`src/rtl/multicycle_ctrl.sv`:
```
// Multi-cycle main controller for the MIPS-subset core: sequences fetch/decode/execute/memory/
// write-back over a shared ALU and memory port, and counts retired instructions.
module multicycle_ctrl (
   input  logic        clk,
   input  logic        reset,
   input  logic [5:0]  opcode,
   input  logic [5:0]  func,
   input  logic        zero,
   input  logic        mem_ready,
   output logic        mem_req,
   output logic        mem_we,
   output logic        ir_we,
   output logic        pc_we,
   output logic [1:0]  npc_sel,
   output logic        reg_we,
   output logic        RegDst,
   output logic        raLink,
   output logic        MemtoReg,
   output logic        aluSource,
   output logic [1:0]  EXTCtrl,
   output logic [2:0]  aluCtrl,
   output logic [2:0]  state,
   output logic        illegal,
   output logic        instr_done,
   output logic [31:0] retired
);

   typedef enum logic [2:0] {
      StIdle   = 3'd0,
      StFetch  = 3'd1,
      StDecode = 3'd2,
      StExec   = 3'd3,
      StMem    = 3'd4,
      StWb     = 3'd5
   } state_e;

   typedef enum logic [3:0] {
      InsAdd, InsSub, InsOri, InsLw, InsSw, InsBeq, InsLui, InsJal, InsJr, InsBad
   } ins_e;

   localparam logic [5:0] OpRtype = 6'h00;
   localparam logic [5:0] OpJal   = 6'h03;
   localparam logic [5:0] OpBeq   = 6'h04;
   localparam logic [5:0] OpOri   = 6'h0d;
   localparam logic [5:0] OpLui   = 6'h0f;
   localparam logic [5:0] OpLw    = 6'h23;
   localparam logic [5:0] OpSw    = 6'h2b;
   localparam logic [5:0] FnAdd   = 6'h20;
   localparam logic [5:0] FnSub   = 6'h22;
   localparam logic [5:0] FnJr    = 6'h08;

   localparam logic [1:0] NpcSeq  = 2'b00;
   localparam logic [1:0] NpcBr   = 2'b01;
   localparam logic [1:0] NpcJal  = 2'b10;
   localparam logic [1:0] NpcJr   = 2'b11;

   localparam logic [1:0] ExtSign = 2'b00;
   localparam logic [1:0] ExtZero = 2'b01;
   localparam logic [1:0] ExtLui  = 2'b10;
   localparam logic [1:0] ExtBr   = 2'b11;

   localparam logic [2:0] AluAdd  = 3'b010;
   localparam logic [2:0] AluSub  = 3'b110;
   localparam logic [2:0] AluOr   = 3'b001;

   state_e      state_q, state_d;
   ins_e        ins;
   logic [2:0]  alu_dec;
   logic        src_dec;
   logic [1:0]  ext_dec;
   logic [31:0] retired_q;

   // Instruction class from the IR fields; stable from DECODE until the instruction ends.
   always_comb begin
      ins = InsBad;
      case (opcode)
         OpRtype: begin
            case (func)
               FnAdd:   ins = InsAdd;
               FnSub:   ins = InsSub;
               FnJr:    ins = InsJr;
               default: ins = InsBad;
            endcase
         end
         OpJal:   ins = InsJal;
         OpBeq:   ins = InsBeq;
         OpOri:   ins = InsOri;
         OpLui:   ins = InsLui;
         OpLw:    ins = InsLw;
         OpSw:    ins = InsSw;
         default: ins = InsBad;
      endcase
   end

   // lui adds the shifted immediate to the $0 operand, so it shares the add encoding.
   always_comb begin
      alu_dec = 3'b000;
      src_dec = 1'b0;
      ext_dec = ExtSign;
      case (ins)
         InsAdd: alu_dec = AluAdd;
         InsSub: alu_dec = AluSub;
         InsOri: begin
            alu_dec = AluOr;
            src_dec = 1'b1;
            ext_dec = ExtZero;
         end
         InsLui: begin
            alu_dec = AluAdd;
            src_dec = 1'b1;
            ext_dec = ExtLui;
         end
         InsLw, InsSw: begin
            alu_dec = AluAdd;
            src_dec = 1'b1;
            ext_dec = ExtSign;
         end
         InsBeq: begin
            alu_dec = AluSub;
            ext_dec = ExtBr;
         end
         default: begin
            alu_dec = 3'b000;
            src_dec = 1'b0;
            ext_dec = ExtSign;
         end
      endcase
   end

   always_ff @(posedge clk or negedge reset) begin
      if (!reset) begin
         state_q <= StIdle;
      end else begin
         state_q <= state_d;
      end
   end

   always_comb begin
      state_d    = state_q;
      mem_req    = 1'b0;
      mem_we     = 1'b0;
      ir_we      = 1'b0;
      pc_we      = 1'b0;
      npc_sel    = NpcSeq;
      reg_we     = 1'b0;
      RegDst     = 1'b0;
      raLink     = 1'b0;
      MemtoReg   = 1'b0;
      aluSource  = 1'b0;
      EXTCtrl    = ExtSign;
      aluCtrl    = 3'b000;
      illegal    = 1'b0;
      instr_done = 1'b0;
      case (state_q)
         StIdle: state_d = StFetch;
         StFetch: begin
            mem_req = 1'b1;
            if (mem_ready) begin
               ir_we   = 1'b1;
               pc_we   = 1'b1;
               npc_sel = NpcSeq;
               state_d = StDecode;
            end
         end
         StDecode: begin
            case (ins)
               InsJal: begin
                  pc_we      = 1'b1;
                  npc_sel    = NpcJal;
                  reg_we     = 1'b1;
                  raLink     = 1'b1;
                  instr_done = 1'b1;
                  state_d    = StFetch;
               end
               InsJr: begin
                  pc_we      = 1'b1;
                  npc_sel    = NpcJr;
                  instr_done = 1'b1;
                  state_d    = StFetch;
               end
               InsBad: begin
                  illegal = 1'b1;
                  state_d = StFetch;
               end
               default: state_d = StExec;
            endcase
         end
         StExec: begin
            aluCtrl   = alu_dec;
            aluSource = src_dec;
            EXTCtrl   = ext_dec;
            case (ins)
               InsBeq: begin
                  pc_we      = zero;
                  npc_sel    = NpcBr;
                  instr_done = 1'b1;
                  state_d    = StFetch;
               end
               InsLw, InsSw:                  state_d = StMem;
               InsAdd, InsSub, InsOri, InsLui: state_d = StWb;
               default:                       state_d = StFetch;
            endcase
         end
         StMem: begin
            aluCtrl   = alu_dec;
            aluSource = src_dec;
            EXTCtrl   = ext_dec;
            mem_req   = 1'b1;
            mem_we    = (ins == InsSw);
            if (mem_ready) begin
               if (ins == InsLw) begin
                  state_d = StWb;
               end else begin
                  instr_done = 1'b1;
                  state_d    = StFetch;
               end
            end
         end
         StWb: begin
            aluCtrl    = alu_dec;
            aluSource  = src_dec;
            EXTCtrl    = ext_dec;
            reg_we     = 1'b1;
            RegDst     = (ins == InsAdd) || (ins == InsSub);
            MemtoReg   = (ins == InsLw);
            instr_done = 1'b1;
            state_d    = StFetch;
         end
         default: state_d = StIdle;
      endcase
   end

   always_ff @(posedge clk or negedge reset) begin
      if (!reset) begin
         retired_q <= 32'd0;
      end else if (instr_done) begin
         retired_q <= retired_q + 32'd1;
      end
   end

   assign state   = state_q;
   assign retired = retired_q;

   // Memory-port and retirement invariants of the sequencing above.
   a_we_needs_req : assert property (@(posedge clk) disable iff (!reset) mem_we |-> mem_req);
   a_req_states : assert property (@(posedge clk) disable iff (!reset)
      mem_req |-> (state_q == StFetch || state_q == StMem));
   a_ill_quiet : assert property (@(posedge clk) disable iff (!reset)
      illegal |-> !(pc_we || reg_we || instr_done || mem_req));

endmodule
```
`config.mk`:
```
export PLATFORM = sky130hd
export DESIGN_NAME = multicycle_ctrl
export DESIGN_NICKNAME = d
export VERILOG_FILES = /design/src/rtl/multicycle_ctrl.sv
export SDC_FILE = /design/constraint.sdc
export NUM_CORES = 1
export LEC_CHECK = 0
export ABC_CLOCK_PERIOD_IN_PS = 2460
export BUFFER_PORTS_ARGS = -buffer_cell sky130_fd_sc_hd__buf_2
export CAP_MARGIN = 25
export CORE_ASPECT_RATIO = 0.8
export CORE_UTILIZATION = 52
export CTS_CLUSTER_DIAMETER = 40
export CTS_CLUSTER_SIZE = 40
export DETAILED_ROUTE_END_ITERATION = 10
export PLACE_DENSITY = 0.86
export REMOVE_ABC_BUFFERS = 1
export SYNTH_ARGS = -nofsm -noshare
export SYNTH_HDL_FRONTEND = slang
export SYNTH_SLANG_ARGS = --single-unit
```
`constraint.sdc`:
```
create_clock -name clk -period 2.46 [get_ports clk]
set_input_delay 0.123 -clock clk [delete_from_list [all_inputs] [get_ports clk]]
set_output_delay 0.123 -clock clk [all_outputs]
set_load 0.01 [all_outputs]
```
==> results of run 1 <==
[sequential cells by signal, summed over array words and instances (netlist names)]
name     count
retired     32
state        3
[report_power, final]
| part | switching [mW] | total, mW | internal, mW | leakage, nW |
|---|---|---|---|---|
| clock network | 0.194 | 0.382 | 0.188 | 0.0371 |
| logic | 0.275 | 0.471 | 0.196 | 0.813 |
| registers | 0.0593 | 0.671 | 0.611 | 0.477 |
| total | 0.528 | 1.52 | 0.996 | 1.33 |
[through the flow]
| step | util, % | cells |
|---|---|---|
| after floorplan | - | 241 |
| after global placement | 64.5 | 373 |
| after detailed placement | 64.5 | 373 |
| after CTS | 66.5 | 380 |
| after global routing | 66.5 | 380 |
| final | 66.5 | 380 |
[per-layer routing]
layer	track usage, %	share of wire [%]
met1	39.3	47
met4	11.3	2.5
met3	5.11	7.9
met2	38.2	43
met5	0	0
[cell families after synthesis]
group | synth area share (%)
adders and majority gates | 1.56
AOI/OAI and AO/OA | 19.2
muxes | 0.883
and+or+nand+nor | 24.9
buffers and inverters | 4.78
xor gates and xnor gates | 12.4
DFF | 36.3
[cell type report]
| class | instances | area (um^2) |
|---|---|---|
| repair buffers | 76 | 403 |
| multi-input cells | 200 | 1420 |
| fillers | 375 | 1450 |
| well taps | 57 | 71.3 |
| flip-flops and latches | 35 | 876 |
| inverters | 6 | 22.5 |
| clock buffers | 6 | 72.6 |
[worst max-delay path: cells and delay by family (launching register included)]
| family | cells | cell delay [ns] |
|---|---|---|
| and+or+nand+nor | 3 | 0.71 |
| DFF | 1 | 0.35 |
| adders and majority gates | 1 | 0.38 |
| buffers and inverters | 2 | 0.26 |
| AOI/OAI and AO/OA | 1 | 0.05 |
[worst max path at each step]
stage               from  slack [ns]           to  depth (start not counted)
3_3_place_gp   opcode[1]        0.41  retired[31]                          7
2_1_floorplan   state[2]        0.05  retired[13]                          7
4_1_cts         state[2]        0.30   instr_done                          7
3_5_place_dp    state[2]        0.35  retired[29]                          8
5_1_grt         state[2]        0.14   instr_done                          7
6_report        state[2]        0.29   instr_done                          7
[layout by cell type, fill, tap and decap left out, types with 6 or more instances in the layout]
cell                        count
sky130_fd_sc_hd__inv_1          6
sky130_fd_sc_hd__nand2_1       15
sky130_fd_sc_hd__dfrtp_1       35
sky130_fd_sc_hd__nor4_1         6
sky130_fd_sc_hd__nand2b_1       8
sky130_fd_sc_hd__xnor2_1       30
sky130_fd_sc_hd__buf_4          7
sky130_fd_sc_hd__and3_1        11
sky130_fd_sc_hd__o211ai_1       9
sky130_fd_sc_hd__nand3_1        6
sky130_fd_sc_hd__nor3_1         8
sky130_fd_sc_hd__nor2_1        14
sky130_fd_sc_hd__buf_2         68
sky130_fd_sc_hd__o2111ai_1     17
sky130_fd_sc_hd__a21oi_1        9
[cell usage after synthesis, drive strengths merged, types with 2 or more instances]
library cell / n / area [um^2]
nand2b: 8 / 50.1
a31oi: 2 / 12.5
clkbuf: 7 / 26.3
a41oi: 2 / 17.5
nor4: 7 / 58.8
nand2: 15 / 56.3
nor2: 14 / 52.6
and3b: 2 / 17.5
buf: 8 / 66.3
dfrtp: 35 / 876
xnor2: 30 / 263
nand3b: 2 / 15.0
nor3: 8 / 40.0
a211o: 2 / 17.5
o211ai: 9 / 67.6
nor3b: 2 / 15.0
a21oi: 9 / 45.0
o21ai: 6 / 30.0
xor2: 4 / 35.0
or3: 2 / 12.5
nor2b: 5 / 31.3
and3: 11 / 68.8
or4b: 2 / 20.0
ha: 3 / 37.5
nand3: 7 / 40.0
and2: 2 / 12.5
and4: 5 / 43.8
o2111ai: 17 / 149
a211oi: 4 / 42.5
o21bai: 3 / 22.5
nand4: 6 / 43.8
inv: 6 / 22.5
==> report_table.html, run 1 <==
<table>
<tr><th>Metric</th><th>Value</th></tr>
<tr><th colspan="2">Timing</th></tr>
<tr><td>Relative slew margins</td><td>47.9%</td></tr>
<tr><td>Final setup margin</td><td>0.292 ns</td></tr>
<tr><td>Min Tclk post-route</td><td>2.17 ns</td></tr>
<tr><td>Max Clk Rate</td><td>461 MHz</td></tr>
<tr><td>Setup skew after layout</td><td>0.00731 ns</td></tr>
<tr><td>Worst hold margin</td><td>0.176 ns</td></tr>
<tr><td>Setup violations, final</td><td>0</td></tr>
<tr><td>Count of endpoints failing hold in the final timing report</td><td>0</td></tr>
<tr><td>Max-slew violation count</td><td>0</td></tr>
<tr><td>Setup tns final</td><td>0 ns</td></tr>
<tr><td>Actual slew at the worst max-slew pin</td><td>0.781 ns</td></tr>
<tr><td>Final critical-path share of the clock period</td><td>88.1%</td></tr>
<tr><td>RSZ-0062 raised after global routing</td><td>no</td></tr>
<tr><th colspan="2">CTS</th></tr>
<tr><td>Post-cts repair resize count</td><td>0</td></tr>
<tr><td>Total clock sinks</td><td>35</td></tr>
<tr><td>Hold-fix buffers, CTS</td><td>1</td></tr>
<tr><td>Clock tree from TritonCTS</td><td>built</td></tr>
<tr><td>Largest buffer count on any clock path</td><td>2</td></tr>
<tr><td>H-tree level count</td><td>2</td></tr>
<tr><td>Post-CTS setup buffers</td><td>0</td></tr>
<tr><td>Clock root buffer</td><td>sky130_fd_sc_hd__clkbuf_8</td></tr>
<tr><td>Clock slew at reported path FFs</td><td>0.07 ns</td></tr>
<tr><td>Total CTS buffers</td><td>5</td></tr>
<tr><td>Insertion delay of the later-clocked pin in the worst-skew pair</td><td>0.29 ns</td></tr>
<tr><th colspan="2">Critical path</th></tr>
<tr><td>Crit-path max cell delay</td><td>0.38 ns</td></tr>
<tr><td>Maximum fanout encountered on the critical timing path</td><td>5</td></tr>
<tr><td>List of cells traversed by the critical path</td><td>inv_1 &gt; ha_1 &gt; nand2b_1 &gt; a311oi_1 &gt; nor3_1 &gt; nand2_1 &gt; buf_2</td></tr>
<tr><td>Startpoint class of the critical path</td><td>register</td></tr>
<tr><td>Type of element capturing the critical path</td><td>output port</td></tr>
<tr><td>Data arrival time at the worst-slack endpoint</td><td>2.04 ns</td></tr>
<tr><td>Cell count of the worst reg-to-reg path</td><td>8</td></tr>
<tr><td>Flop2flop setup slack</td><td>0.32 ns</td></tr>
<tr><td>Category of the most critical setup path</td><td>register to output port</td></tr>
<tr><td>WP data required</td><td>2.34 ns</td></tr>
<tr><td>Critical register-to-register path endpoint</td><td>retired[23]</td></tr>
<tr><td>Beginning of the worst register-to-register path</td><td>state[2]</td></tr>
<tr><td>Slowest cell on crit path</td><td>sky130_fd_sc_hd__ha_1</td></tr>
<tr><th colspan="2">Pwr</th></tr>
<tr><td>Total Power Consumption</td><td>1.52 mW</td></tr>
<tr><td>Power Density</td><td>532 nW/um^2</td></tr>
<tr><td>Worst IR Drop VDD</td><td>0.400 mV</td></tr>
<tr><td>Static Leak</td><td>1.33 nW</td></tr>
<tr><th colspan="2">Flow run</th></tr>
<tr><td>MaxCap Viol Count</td><td>0</td></tr>
<tr><th colspan="2">Global routing</th></tr>
<tr><td>Maximum number of pins on one net before global-route repair</td><td>36</td></tr>
<tr><td>Global-route wire length before repair</td><td>10.2 mm</td></tr>
<tr><td>Initial antenna violation count</td><td>0</td></tr>
<tr><td>Gr ovfl total</td><td>0</td></tr>
<tr><td>Global routing usage summed across all routing layers</td><td>26.7%</td></tr>
<tr><td>Vias in the first global route</td><td>2110</td></tr>
<tr><th colspan="2">Logic synthesis</th></tr>
<tr><td>Average instance area after synthesis</td><td>9.41 um^2</td></tr>
<tr><td>Part of the Yosys area used for sequential elements</td><td>36.3%</td></tr>
<tr><td>Synth cell types</td><td>51</td></tr>
<tr><td>Gate Count Post-Synth</td><td>256</td></tr>
<tr><td>Top flip-flop cell by instance count after synthesis</td><td>sky130_fd_sc_hd__dfrtp_1</td></tr>
<tr><td>Mapped cell area</td><td>2410 um^2</td></tr>
<tr><td>Number of synthesized register bits</td><td>35</td></tr>
<tr><td>Fraction of registers with async set or reset after synthesis</td><td>100%</td></tr>
<tr><td>Number of warnings issued by yosys</td><td>0</td></tr>
<tr><td>Number of flops mapped to enable cells by yosys</td><td>0</td></tr>
<tr><th colspan="2">Routing</th></tr>
<tr><td>Wirelength, routed</td><td>6.06 mm</td></tr>
<tr><td>DRC violation total after the first TritonRoute iteration</td><td>258</td></tr>
<tr><td>Via count of the routed design</td><td>2356</td></tr>
<tr><td>Vias/cell</td><td>6.20</td></tr>
<tr><td>Average detailed-routed wire length per instance</td><td>16.0 um</td></tr>
<tr><td>First-pass iteration count of the detailed router</td><td>5</td></tr>
<tr><td>Drc violations</td><td>0</td></tr>
<tr><td>Count of nets left with antenna violations after detail routing</td><td>0</td></tr>
<tr><th colspan="2">Finish</th></tr>
<tr><td>Nets</td><td>343</td></tr>
<tr><td>Area added between synthesis and finish</td><td>18.8%</td></tr>
<tr><td>Finished layout cell area</td><td>2860 um^2</td></tr>
<tr><td>Fraction of final layout cells sized beyond drive strength 1</td><td>26.9%</td></tr>
<tr><td>Diode count</td><td>0</td></tr>
<tr><th colspan="2">Run status</th></tr>
<tr><td>Run status</td><td>finished clean</td></tr>
<tr><th colspan="2">Die</th></tr>
<tr><td>Die ar.</td><td>4910 um^2</td></tr>
<tr><td>Placeable core region</td><td>4310 um^2</td></tr>
<tr><td>Die height</td><td>62.9 um</td></tr>
<tr><td>I/O Pins</td><td>69</td></tr>
<tr><td>Die Wd</td><td>78.1 um</td></tr>
<tr><td>Placement Rows</td><td>21</td></tr>
<tr><td>Starting utilization of the core area</td><td>55.9%</td></tr>
<tr><th colspan="2">Min path</th></tr>
<tr><td>End of the worst hold path</td><td>state[1]</td></tr>
<tr><td>Depth of the worst hold-timing path</td><td>3</td></tr>
<tr><td>Start point of the worst min-delay path</td><td>mem_ready</td></tr>
<tr><td>Hold Path Class</td><td>input pin to register</td></tr>
<tr><th colspan="2">Placement</th></tr>
<tr><td>Post-DP HPWL</td><td>4.30 mm</td></tr>
<tr><td>Count of input and output buffers</td><td>68</td></tr>
<tr><td>Place WS</td><td>0.353 ns</td></tr>
<tr><td>RD Place Congestion</td><td>0.895</td></tr>
<tr><td>Placed Instance Area</td><td>2780 um^2</td></tr>
</table>
Note: power is estimated with default switching activity, not from simulation.
==> run 2, diff against run 1 <==
--- a/config.mk
+++ b/config.mk
@@ -5,7 +5,7 @@
 export SDC_FILE = /design/constraint.sdc
 export NUM_CORES = 1
 export LEC_CHECK = 0
-export ABC_CLOCK_PERIOD_IN_PS = 2460
+export ABC_CLOCK_PERIOD_IN_PS = 2100
 export BUFFER_PORTS_ARGS = -buffer_cell sky130_fd_sc_hd__buf_2
 export CAP_MARGIN = 25
 export CORE_ASPECT_RATIO = 0.8
==> constraint.sdc (replaced) <==
create_clock -name clk -period 2.1 [get_ports clk]
set_input_delay 0.105 -clock clk [delete_from_list [all_inputs] [get_ports clk]]
set_output_delay 0.105 -clock clk [all_outputs]
set_load 0.01 [all_outputs]
==> run 2 against run 1 <==
  * Register-to-register slack got worse by 0.29 ns
  * Critical path type unchanged
  * Critical path depth did not move
  * Largest cell class unchanged
  * Final cell count grew 3.7%
  * Hold slack got worse by 0.0012 ns
  * Combinational power grew 39%
  * Cell area up 7.0%
==> report_table.html, run 2 (synthesis gave the netlist of run 1 again) <==
<table>
<tr><th>Metric</th><th>Value</th></tr>
<tr><th colspan="2">Critical path</th></tr>
<tr><td>List of cells traversed by the critical path</td><td>inv_1 &gt; ha_1 &gt; nand2b_1 &gt; a311oi_2 &gt; nor3_2 &gt; nand2_1 &gt; buf_2</td></tr>
<tr><td>Launching instance or port of the critical path</td><td>state[2]</td></tr>
<tr><td>Crit-path max cell delay</td><td>0.39 ns (about the same)</td></tr>
<tr><td>End point of the critical path</td><td>instr_done</td></tr>
<tr><td>Flop2flop setup slack</td><td>0.03 ns (-0.29 ns)</td></tr>
<tr><td>Maximum fanout encountered on the critical timing path</td><td>3 (-2)</td></tr>
<tr><td>Type of element capturing the critical path</td><td>output port</td></tr>
<tr><td>WP data required</td><td>2.00 ns (-0.34 ns)</td></tr>
<tr><td>Category of the most critical setup path</td><td>register to output port</td></tr>
<tr><td>Beginning of the worst register-to-register path</td><td>state[2]</td></tr>
<tr><td>Critical register-to-register path endpoint</td><td>retired[22]</td></tr>
<tr><td>Cell count of the worst reg-to-reg path</td><td>8 (unchanged)</td></tr>
<tr><td>Slowest cell on crit path</td><td>sky130_fd_sc_hd__dfrtp_1</td></tr>
<tr><td>Startpoint class of the critical path</td><td>register</td></tr>
<tr><td>Data arrival time at the worst-slack endpoint</td><td>1.97 ns (-0.07 ns)</td></tr>
<tr><th colspan="2">Finish</th></tr>
<tr><td>Most frequent standard cell in the layout excluding fill and tap cells</td><td>sky130_fd_sc_hd__buf_2</td></tr>
<tr><td>Commonest non-fill, non-tap cells in the layout</td><td>sky130_fd_sc_hd__buf_2 (68), sky130_fd_sc_hd__dfrtp_1 (35), sky130_fd_sc_hd__xnor2_1 (30), sky130_fd_sc_hd__buf_4 (17), sky130_fd_sc_hd__nand2_1 (15)</td></tr>
<tr><td>Fraction of final layout cells sized beyond drive strength 1</td><td>33.5% (+6.6 points)</td></tr>
<tr><td>Count of fill cells added during filler insertion</td><td>339 (-9.6%)</td></tr>
<tr><td>Diode count</td><td>0 (unchanged)</td></tr>
<tr><td>FF+latch area</td><td>876 um^2 (unchanged)</td></tr>
<tr><td>Area added between synthesis and finish</td><td>27.2%</td></tr>
<tr><td>Multi-input logic area</td><td>1480 um^2 (+4.1%)</td></tr>
<tr><td>Final standard cell count with taps included and fillers excluded</td><td>394 (+3.7%)</td></tr>
<tr><td>Nets</td><td>355 (+3.5%)</td></tr>
<tr><td>Core Util, Final</td><td>71.1% (+4.6 points)</td></tr>
<tr><td>Flip-flop count of the largest register, all copies and words added</td><td>32 (unchanged)</td></tr>
<tr><th colspan="2">Routing</th></tr>
<tr><td>Vias/cell</td><td>6.11 (-1.4%)</td></tr>
<tr><td>First-pass iteration count of the detailed router</td><td>5 (unchanged)</td></tr>
<tr><td>Average detailed-routed wire length per instance</td><td>16.3 um (+2.0%)</td></tr>
<tr><td>Count of nets left with antenna violations after detail routing</td><td>0 (unchanged)</td></tr>
<tr><td>Wirelength, routed</td><td>6.41 mm (+5.8%)</td></tr>
<tr><td>Drc violations</td><td>0 (unchanged)</td></tr>
<tr><td>DRC violation total after the first TritonRoute iteration</td><td>265 (+2.7%)</td></tr>
<tr><td>Via count of the routed design</td><td>2408 (+2.2%)</td></tr>
<tr><th colspan="2">Pwr</th></tr>
<tr><td>Static Leak</td><td>1.41 nW (+6.0%)</td></tr>
<tr><td>Combinational share of power</td><td>33.2% (+2.3 points)</td></tr>
<tr><td>P_int</td><td>1.30 mW (+31%)</td></tr>
<tr><td>Share of power burned in the clock network</td><td>27.4% (+2.3 points)</td></tr>
<tr><td>Total Power Consumption</td><td>1.97 mW (+29%)</td></tr>
<tr><td>Worst IR Drop VDD</td><td>0.434 mV (+8.3%)</td></tr>
<tr><td>Power Density</td><td>641 nW/um^2 (+21%)</td></tr>
<tr><td>Net Sw Frac</td><td>33.7% (-0.89 points)</td></tr>
<tr><td>Net Switching</td><td>0.663 mW (+26%)</td></tr>
<tr><td>Fraction of power consumed by sequential logic</td><td>39.4% (-4.6 points)</td></tr>
<tr><th colspan="2">Die</th></tr>
<tr><td>Starting utilization of the core area</td><td>55.9% (unchanged)</td></tr>
<tr><td>Die Wd</td><td>78.1 um (unchanged)</td></tr>
<tr><td>Die ar.</td><td>4910 um^2 (unchanged)</td></tr>
<tr><td>Placement Rows</td><td>21 (unchanged)</td></tr>
<tr><td>Placeable core region</td><td>4310 um^2 (unchanged)</td></tr>
<tr><td>Die height</td><td>62.9 um (unchanged)</td></tr>
<tr><td>I/O Pins</td><td>69 (unchanged)</td></tr>
<tr><th colspan="2">CTS</th></tr>
<tr><td>Total CTS buffers</td><td>5 (unchanged)</td></tr>
<tr><td>Largest buffer count on any clock path</td><td>2 (unchanged)</td></tr>
<tr><td>Total clock sinks</td><td>35 (unchanged)</td></tr>
<tr><td>Clock slew at reported path FFs</td><td>0.07 ns (about the same)</td></tr>
<tr><td>Insertion delay of the later-clocked pin in the worst-skew pair</td><td>0.29 ns (about the same)</td></tr>
<tr><td>H-tree level count</td><td>2 (unchanged)</td></tr>
<tr><td>Clock root buffer</td><td>sky130_fd_sc_hd__clkbuf_8</td></tr>
<tr><td>Clock tree from TritonCTS</td><td>built</td></tr>
<tr><th colspan="2">Placement</th></tr>
<tr><td>RD Place Congestion</td><td>0.978 (+9.3%)</td></tr>
<tr><td>Placed instance count</td><td>384 (+2.9%)</td></tr>
<tr><td>Place WS</td><td>0.102 ns (-0.251 ns)</td></tr>
<tr><td>Post-DP HPWL</td><td>4.43 mm (+3.1%)</td></tr>
<tr><td>Count of input and output buffers</td><td>68 (unchanged)</td></tr>
<tr><th colspan="2">Global routing</th></tr>
<tr><td>Vias in the first global route</td><td>2210 (+4.7%)</td></tr>
<tr><td>Global routing usage summed across all routing layers</td><td>27.3% (+0.59 points)</td></tr>
<tr><td>Gr ovfl total</td><td>0 (unchanged)</td></tr>
<tr><td>Initial antenna violation count</td><td>0 (unchanged)</td></tr>
<tr><td>Global-route wire length before repair</td><td>10.5 mm (+2.9%)</td></tr>
<tr><td>Maximum number of pins on one net before global-route repair</td><td>36 (unchanged)</td></tr>
<tr><th colspan="2">Flow run</th></tr>
<tr><td>MaxCap Viol Count</td><td>0 (unchanged)</td></tr>
<tr><th colspan="2">Timing</th></tr>
<tr><td>Relative slew margins</td><td>48.5% (+0.60 points)</td></tr>
<tr><td>Final critical-path share of the clock period</td><td>98.8%</td></tr>
<tr><td>Actual slew at the worst max-slew pin</td><td>0.772 ns (-0.00905 ns)</td></tr>
<tr><td>Count of endpoints failing hold in the final timing report</td><td>0 (unchanged)</td></tr>
<tr><td>Max Clk Rate</td><td>482 MHz</td></tr>
<tr><td>Setup violations, final</td><td>0 (unchanged)</td></tr>
<tr><td>Max-slew violation count</td><td>0 (unchanged)</td></tr>
<tr><td>Setup tns final</td><td>0 ns (unchanged)</td></tr>
<tr><td>Final setup margin</td><td>0.0245 ns (-0.268 ns)</td></tr>
<tr><td>Min Tclk post-route</td><td>2.08 ns</td></tr>
<tr><td>Setup skew after layout</td><td>0.00540 ns (-0.00190 ns)</td></tr>
<tr><th colspan="2">Min path</th></tr>
<tr><td>Hold Path Class</td><td>input pin to register</td></tr>
<tr><th colspan="2">Run status</th></tr>
<tr><td>Run status</td><td>finished clean</td></tr>
</table>
run 2: cell types whose count changed in the layout (fill, tap and decap cells not counted), sizes merged:
cell	change
buf	+12
clkbuf	+2
run 2: per-stage QoR:
stage	hold WS [ns]	cell area [um^2]
2_1_floorplan	-0.191	2320
3_3_place_gp	0.216	2890
3_5_place_dp	0.223	2890
4_1_cts	0.155	3000
5_1_grt	0.192	3060
6_report	0.175	3060
run 2: metal layers:
metal  GRT usage (%)  routed length (um)  up-vias
met4            8.10                 129        0
met2            40.9                2910      107
met5               0                   0        -
met3            5.99                 434       13
li1                -                   -     1125
met1            39.3                2940     1163
run 2: power groups by stage:
stage                     registers, mW  logic (mW)  clock network, mW
after global placement            0.785       0.589                  0
final                             0.775       0.653              0.538
after global routing              0.783       0.708              0.579
after floorplan                   0.821       0.292                  0
after detailed placement          0.786       0.601                  0
after CTS                         0.773       0.607              0.546
run 2: worst min-delay path by stage:
| stage | startpoint | cells after the start | endpoint |
|---|---|---|---|
| finish | mem_ready | 3 | state[1] |
| global route | mem_ready | 3 | state[1] |
| CTS | mem_ready | 3 | state[1] |
| detailed placement | reset | 1 | state[0] |
| global placement | reset | 1 | state[0] |
| floorplan | reset | 0 | retired[0] |
run 2: final cells by class:
class / instances / share of cell area (%)
Inverter: 6 / 0.735
Multi-Input combinational cell: 200 / 48.2
Tap cell: 57 / 2.33
Clock buffer: 8 / 3.27
Sequential cell: 35 / 28.6
Timing Repair Buffer: 88 / 16.9
run 2: worst max-delay path, delay by kind of cell, from the launching register on:
family          cells  cell delay [ns]
simple gates        3             0.45
buf+inv             2             0.26
compound gates      1             0.31
flops               1             0.39
fa+ha+maj           1             0.28
run 2: timing repair:
action / CTS / global route
endpoints found under the setup margin: 0 / 23
endpoints found under the hold margin: 35 / 0
hold buffers: 1 / 0
gates resized for setup: 0 / 12
setup buffers: 0 / 1
==> run 3, diff against run 2 <==
--- a/config.mk
+++ b/config.mk
@@ -5,15 +5,16 @@
 export SDC_FILE = /design/constraint.sdc
 export NUM_CORES = 1
 export LEC_CHECK = 0
+export ABC_AREA = 1
 export ABC_CLOCK_PERIOD_IN_PS = 2100
 export BUFFER_PORTS_ARGS = -buffer_cell sky130_fd_sc_hd__buf_2
 export CAP_MARGIN = 25
 export CORE_ASPECT_RATIO = 0.8
-export CORE_UTILIZATION = 52
+export CORE_UTILIZATION = 54
 export CTS_CLUSTER_DIAMETER = 40
 export CTS_CLUSTER_SIZE = 40
 export DETAILED_ROUTE_END_ITERATION = 10
-export PLACE_DENSITY = 0.86
+export PLACE_DENSITY = 0.87
 export REMOVE_ABC_BUFFERS = 1
 export SYNTH_ARGS = -nofsm -noshare
 export SYNTH_HDL_FRONTEND = slang
==> run 3 against run 2 <==
  * Register-to-register slack gained 0.24 ns
  * Largest cell class unchanged
  * Worst setup slack gained 0.089 ns
  * Sequential share of layout area shrank 1.7 points
  * Sequential cell count is the same
  * Area after synthesis grew 13%
  * Largest power group unchanged
  * Clock skew grew 0.0070 ns
  * First-iteration DRC count grew 27%
  * Synthesized cell count grew 62%
  * Critical path depth is the same
  * Highest routed layer unchanged
  * Sequential power shrank 2%
==> report_table.html, run 3 <==
<table>
<tr><th>Metric</th><th>Value</th></tr>
<tr><th colspan="2">Timing</th></tr>
<tr><td>Max-slew violation count</td><td>0 (unchanged)</td></tr>
<tr><td>Actual slew at the worst max-slew pin</td><td>0.784 ns (+0.0122 ns)</td></tr>
<tr><td>RSZ-0062 raised after global routing</td><td>no</td></tr>
<tr><td>Setup tns final</td><td>0 ns (unchanged)</td></tr>
<tr><td>Setup violations, final</td><td>0 (unchanged)</td></tr>
<tr><td>Count of endpoints failing hold in the final timing report</td><td>0 (unchanged)</td></tr>
<tr><td>Max Clk Rate</td><td>503 MHz (+4.5%)</td></tr>
<tr><td>Relative slew margins</td><td>47.7% (-0.81 points)</td></tr>
<tr><td>Final critical-path share of the clock period</td><td>94.6% (-4.3 points)</td></tr>
<tr><td>Min Tclk post-route</td><td>1.99 ns (-0.0893 ns)</td></tr>
<tr><td>Setup skew after layout</td><td>0.0124 ns (+0.00696 ns)</td></tr>
<tr><th colspan="2">Logic synthesis</th></tr>
<tr><td>Number of synthesized register bits</td><td>35 (unchanged)</td></tr>
<tr><td>Leading cell type by number of instances after synthesis</td><td>sky130_fd_sc_hd__nand2_1</td></tr>
<tr><td>Fraction of registers with async set or reset after synthesis</td><td>100% (unchanged)</td></tr>
<tr><td>Part of the Yosys area used for sequential elements</td><td>32.1% (-4.3 points)</td></tr>
<tr><td>Number of warnings issued by yosys</td><td>0 (unchanged)</td></tr>
<tr><td>Mapped cell area</td><td>2730 um^2 (+13%)</td></tr>
<tr><td>Top flip-flop cell by instance count after synthesis</td><td>sky130_fd_sc_hd__dfrtp_1</td></tr>
<tr><td>Synth cell types</td><td>31 (-39%)</td></tr>
<tr><td>Top cells by area in the synthesized netlist</td><td>sky130_fd_sc_hd__dfrtp_1 (32%), sky130_fd_sc_hd__nand2_1 (17%), sky130_fd_sc_hd__nand3_1 (9.3%)</td></tr>
<tr><td>Area share of the largest cell type after synthesis</td><td>32.1% (-4.3 points)</td></tr>
<tr><td>Number of flops mapped to enable cells by yosys</td><td>0 (unchanged)</td></tr>
<tr><td>Biggest area consumer among synthesized cells</td><td>sky130_fd_sc_hd__dfrtp_1</td></tr>
<tr><td>Gate Count Post-Synth</td><td>415 (+62%)</td></tr>
<tr><td>Cell types with the highest counts after synthesis</td><td>sky130_fd_sc_hd__nand2_1 (127), sky130_fd_sc_hd__nor2_1 (53), sky130_fd_sc_hd__nand3_1 (51)</td></tr>
<tr><td>Average instance area after synthesis</td><td>6.58 um^2 (-30%)</td></tr>
<tr><th colspan="2">Routing</th></tr>
<tr><td>First-pass iteration count of the detailed router</td><td>8 (+3)</td></tr>
<tr><td>Wirelength, routed</td><td>7.45 mm (+16%)</td></tr>
<tr><td>Drc violations</td><td>0 (unchanged)</td></tr>
<tr><td>DRC violation total after the first TritonRoute iteration</td><td>336 (+27%)</td></tr>
<tr><td>Vias/cell</td><td>5.35 (-12%)</td></tr>
<tr><td>Via count of the routed design</td><td>2932 (+22%)</td></tr>
<tr><td>Average detailed-routed wire length per instance</td><td>13.6 um (-17%)</td></tr>
<tr><td>Count of nets left with antenna violations after detail routing</td><td>0 (unchanged)</td></tr>
<tr><th colspan="2">CTS</th></tr>
<tr><td>Clock root buffer</td><td>sky130_fd_sc_hd__clkbuf_8</td></tr>
<tr><td>Total clock sinks</td><td>35 (unchanged)</td></tr>
<tr><td>Largest buffer count on any clock path</td><td>2 (unchanged)</td></tr>
<tr><td>H-tree level count</td><td>2 (unchanged)</td></tr>
<tr><td>Clock tree from TritonCTS</td><td>built</td></tr>
<tr><td>Total CTS buffers</td><td>5 (unchanged)</td></tr>
<tr><td>Clock slew at reported path FFs</td><td>0.06 ns (about the same)</td></tr>
<tr><td>Insertion delay of the later-clocked pin in the worst-skew pair</td><td>0.29 ns (about the same)</td></tr>
<tr><th colspan="2">Flow run</th></tr>
<tr><td>MaxCap Viol Count</td><td>0 (unchanged)</td></tr>
<tr><th colspan="2">Die</th></tr>
<tr><td>Starting utilization of the core area</td><td>58.0% (+2.1 points)</td></tr>
<tr><td>I/O Pins</td><td>69 (unchanged)</td></tr>
<tr><td>Placeable core region</td><td>4710 um^2 (+9.2%)</td></tr>
<tr><td>Die height</td><td>65.6 um (+4.3%)</td></tr>
<tr><td>Die Wd</td><td>81.5 um (+4.3%)</td></tr>
<tr><td>Die ar.</td><td>5350 um^2 (+8.8%)</td></tr>
<tr><td>Placement Rows</td><td>22 (+4.8%)</td></tr>
<tr><th colspan="2">Critical path</th></tr>
<tr><td>Startpoint class of the critical path</td><td>register</td></tr>
<tr><td>CP most frequent cell</td><td>sky130_fd_sc_hd__inv_1</td></tr>
<tr><td>WP data required</td><td>2.00 ns (about the same)</td></tr>
<tr><td>Crit-path max cell delay</td><td>0.49 ns (+0.10 ns)</td></tr>
<tr><td>Category of the most critical setup path</td><td>register to output port</td></tr>
<tr><td>Maximum fanout encountered on the critical timing path</td><td>7 (+4)</td></tr>
<tr><td>Slowest cell on crit path</td><td>sky130_fd_sc_hd__dfrtp_1</td></tr>
<tr><td>Cell count of the worst reg-to-reg path</td><td>10 (+2)</td></tr>
<tr><td>Data arrival time at the worst-slack endpoint</td><td>1.88 ns (-0.09 ns)</td></tr>
<tr><td>Type of element capturing the critical path</td><td>output port</td></tr>
<tr><td>List of cells traversed by the critical path</td><td>inv_1 &gt; nor4_2 &gt; a21oi_1 &gt; nand3_1 &gt; o21ai_0 &gt; inv_1 &gt; buf_2</td></tr>
<tr><th colspan="2">Placement</th></tr>
<tr><td>Placed instance count</td><td>536 (+40%)</td></tr>
<tr><td>Placed Instance Area</td><td>3100 um^2 (+7.4%)</td></tr>
<tr><td>Post-DP HPWL</td><td>5.55 mm (+25%)</td></tr>
<tr><td>RD Place Congestion</td><td>0.937 (-4.3%)</td></tr>
<tr><td>Count of input and output buffers</td><td>68 (unchanged)</td></tr>
<tr><th colspan="2">Pwr</th></tr>
<tr><td>Fraction of power consumed by sequential logic</td><td>39.6% (+0.2 points)</td></tr>
<tr><td>Worst IR Drop VDD</td><td>0.393 mV (-9.4%)</td></tr>
<tr><td>P_int</td><td>1.20 mW (-7.9%)</td></tr>
<tr><td>Share of power burned in the clock network</td><td>28.3% (+0.9 points)</td></tr>
<tr><td>Combinational share of power</td><td>32.1% (-1.1 points)</td></tr>
<tr><td>Total Power Consumption</td><td>1.91 mW (-2.7%)</td></tr>
<tr><td>Static Leak</td><td>1.85 nW (+32%)</td></tr>
<tr><td>Net Sw Frac</td><td>37.3% (+3.5 points)</td></tr>
<tr><td>Power Density</td><td>586 nW/um^2 (-8.7%)</td></tr>
<tr><td>Net Switching</td><td>0.713 mW (+7.5%)</td></tr>
<tr><th colspan="2">Global routing</th></tr>
<tr><td>Maximum number of pins on one net before global-route repair</td><td>36 (unchanged)</td></tr>
<tr><td>Global routing usage summed across all routing layers</td><td>29.3% (+2.0 points)</td></tr>
<tr><td>Gr ovfl total</td><td>0 (unchanged)</td></tr>
<tr><td>Initial antenna violation count</td><td>0 (unchanged)</td></tr>
<tr><td>Global-route wire length before repair</td><td>12.1 mm (+15%)</td></tr>
<tr><td>Vias in the first global route</td><td>2579 (+17%)</td></tr>
<tr><th colspan="2">Min path</th></tr>
<tr><td>Depth of the worst hold-timing path</td><td>4 (+1)</td></tr>
<tr><td>Hold Path Class</td><td>input pin to register</td></tr>
<tr><th colspan="2">Finish</th></tr>
<tr><td>Count of fill cells added during filler insertion</td><td>415 (+22%)</td></tr>
<tr><td>Finished layout cell area</td><td>3260 um^2 (+6.5%)</td></tr>
<tr><td>Core Util, Final</td><td>69.3% (-1.8 points)</td></tr>
<tr><td>Diode count</td><td>0 (unchanged)</td></tr>
<tr><td>Nets</td><td>506 (+43%)</td></tr>
<tr><td>Fraction of final layout cells sized beyond drive strength 1</td><td>20.9% (-13 points)</td></tr>
<tr><td>Flip-flop count of the largest register, all copies and words added</td><td>32 (unchanged)</td></tr>
<tr><td>Area added between synthesis and finish</td><td>19.5%</td></tr>
<tr><td>Final standard cell count with taps included and fillers excluded</td><td>548 (+39%)</td></tr>
<tr><td>Most frequent standard cell in the layout excluding fill and tap cells</td><td>sky130_fd_sc_hd__nand2_1</td></tr>
<tr><td>Commonest non-fill, non-tap cells in the layout</td><td>sky130_fd_sc_hd__nand2_1 (127), sky130_fd_sc_hd__buf_2 (68), sky130_fd_sc_hd__nor2_1 (52), sky130_fd_sc_hd__nand3_1 (51), sky130_fd_sc_hd__inv_1 (43)</td></tr>
<tr><th colspan="2">Run status</th></tr>
<tr><td>Run status</td><td>finished clean</td></tr>
</table>
-- run 3: cell types whose count changed after synthesis, moves of 11 or more --
cell | previous run | this run
sky130_fd_sc_hd__inv_1 | 6 | 43
sky130_fd_sc_hd__nand2_1 | 15 | 127
sky130_fd_sc_hd__nand3_1 | 6 | 51
sky130_fd_sc_hd__nor2_1 | 14 | 53
sky130_fd_sc_hd__nor3_1 | 8 | 19
sky130_fd_sc_hd__o2111ai_1 | 17 | 0
sky130_fd_sc_hd__xnor2_1 | 30 | 12
sky130_fd_sc_hd__xor2_1 | 4 | 17
-- run 3: final cells by class --
class / instances / area [um^2] / area share [%]
multi-input combinational: 323 / 1640 / 50.1
timing repair buffer: 76 / 403 / 12.3
clock buffer: 8 / 100 / 3.07
tap: 60 / 75.1 / 2.30
inverter: 46 / 173 / 5.29
sequential: 35 / 877 / 26.9
-- run 3: cells by family after synthesis --
group / count (synthesis) / share of synthesized area (%)
AND/OR/NAND/NOR: 278 / 45.4
buffers and inverters: 58 / 9.21
flip-flops: 35 / 32.1
XOR/XNOR: 29 / 9.30
AO/OA/AOI/OAI: 12 / 2.61
adder cells (fa/ha/maj): 3 / 1.38
-- run 3: critical path, delay by kind of cell (launching register included) --
kind            cells  cell delay (ns)
buf+inv             3             0.31
flops               1             0.49
simple gates        2             0.57
compound gates      2             0.24
-- run 3: final timing paths --
check | from | endpoint | slack [ns]
max | state[1] | pc_we | 0.11
min | mem_ready | state[2] | 0.16
max reg2reg | retired[0] | retired[30] | 0.27
min reg2reg | retired[31] | retired[31] | 0.52
max in group asynchronous | reset | state[2] | 1.12
min in group asynchronous | reset | retired[18] | 0.43
-- run 3: power by group through the flow --
stage / Sequential, mW / Clock [mW] / Combinational (mW)
after floorplan: 0.774 / 0 / 0.331
after global placement: 0.761 / 0 / 0.571
after detailed placement: 0.766 / 0 / 0.572
after CTS: 0.753 / 0.544 / 0.585
after global routing: 0.761 / 0.575 / 0.675
final: 0.757 / 0.541 / 0.613
-- run 3: metal layers --
layer	routed length, um	GRT usage [%]	vias to the layer above	part of all wire (%)
li1	-	-	1467	-
met2	3110	41.5	156	42
met5	0	0	-	0
met1	3580	45.0	1307	48
met3	736	6.94	2	9.9
met4	21	5.13	0	0.28
-- run 3: timing repair --
action	CTS	global route
cloned	0	1
pin swaps	0	2
endpoints found under the setup margin	1	4
resized for setup	2	3
buffers inserted	0	2
hold endpoints to repair	35	0
hold buffers	1	0
-- run 3: stage by stage --
stage | hold WS, ns | setup WS (ns)
after detailed placement | 0.224 | 0.199
after CTS | 0.164 | 0.0345
after global routing | 0.196 | 0.00828
final | 0.162 | 0.114
after floorplan | -0.191 | 0.196
after global placement | 0.213 | 0.243
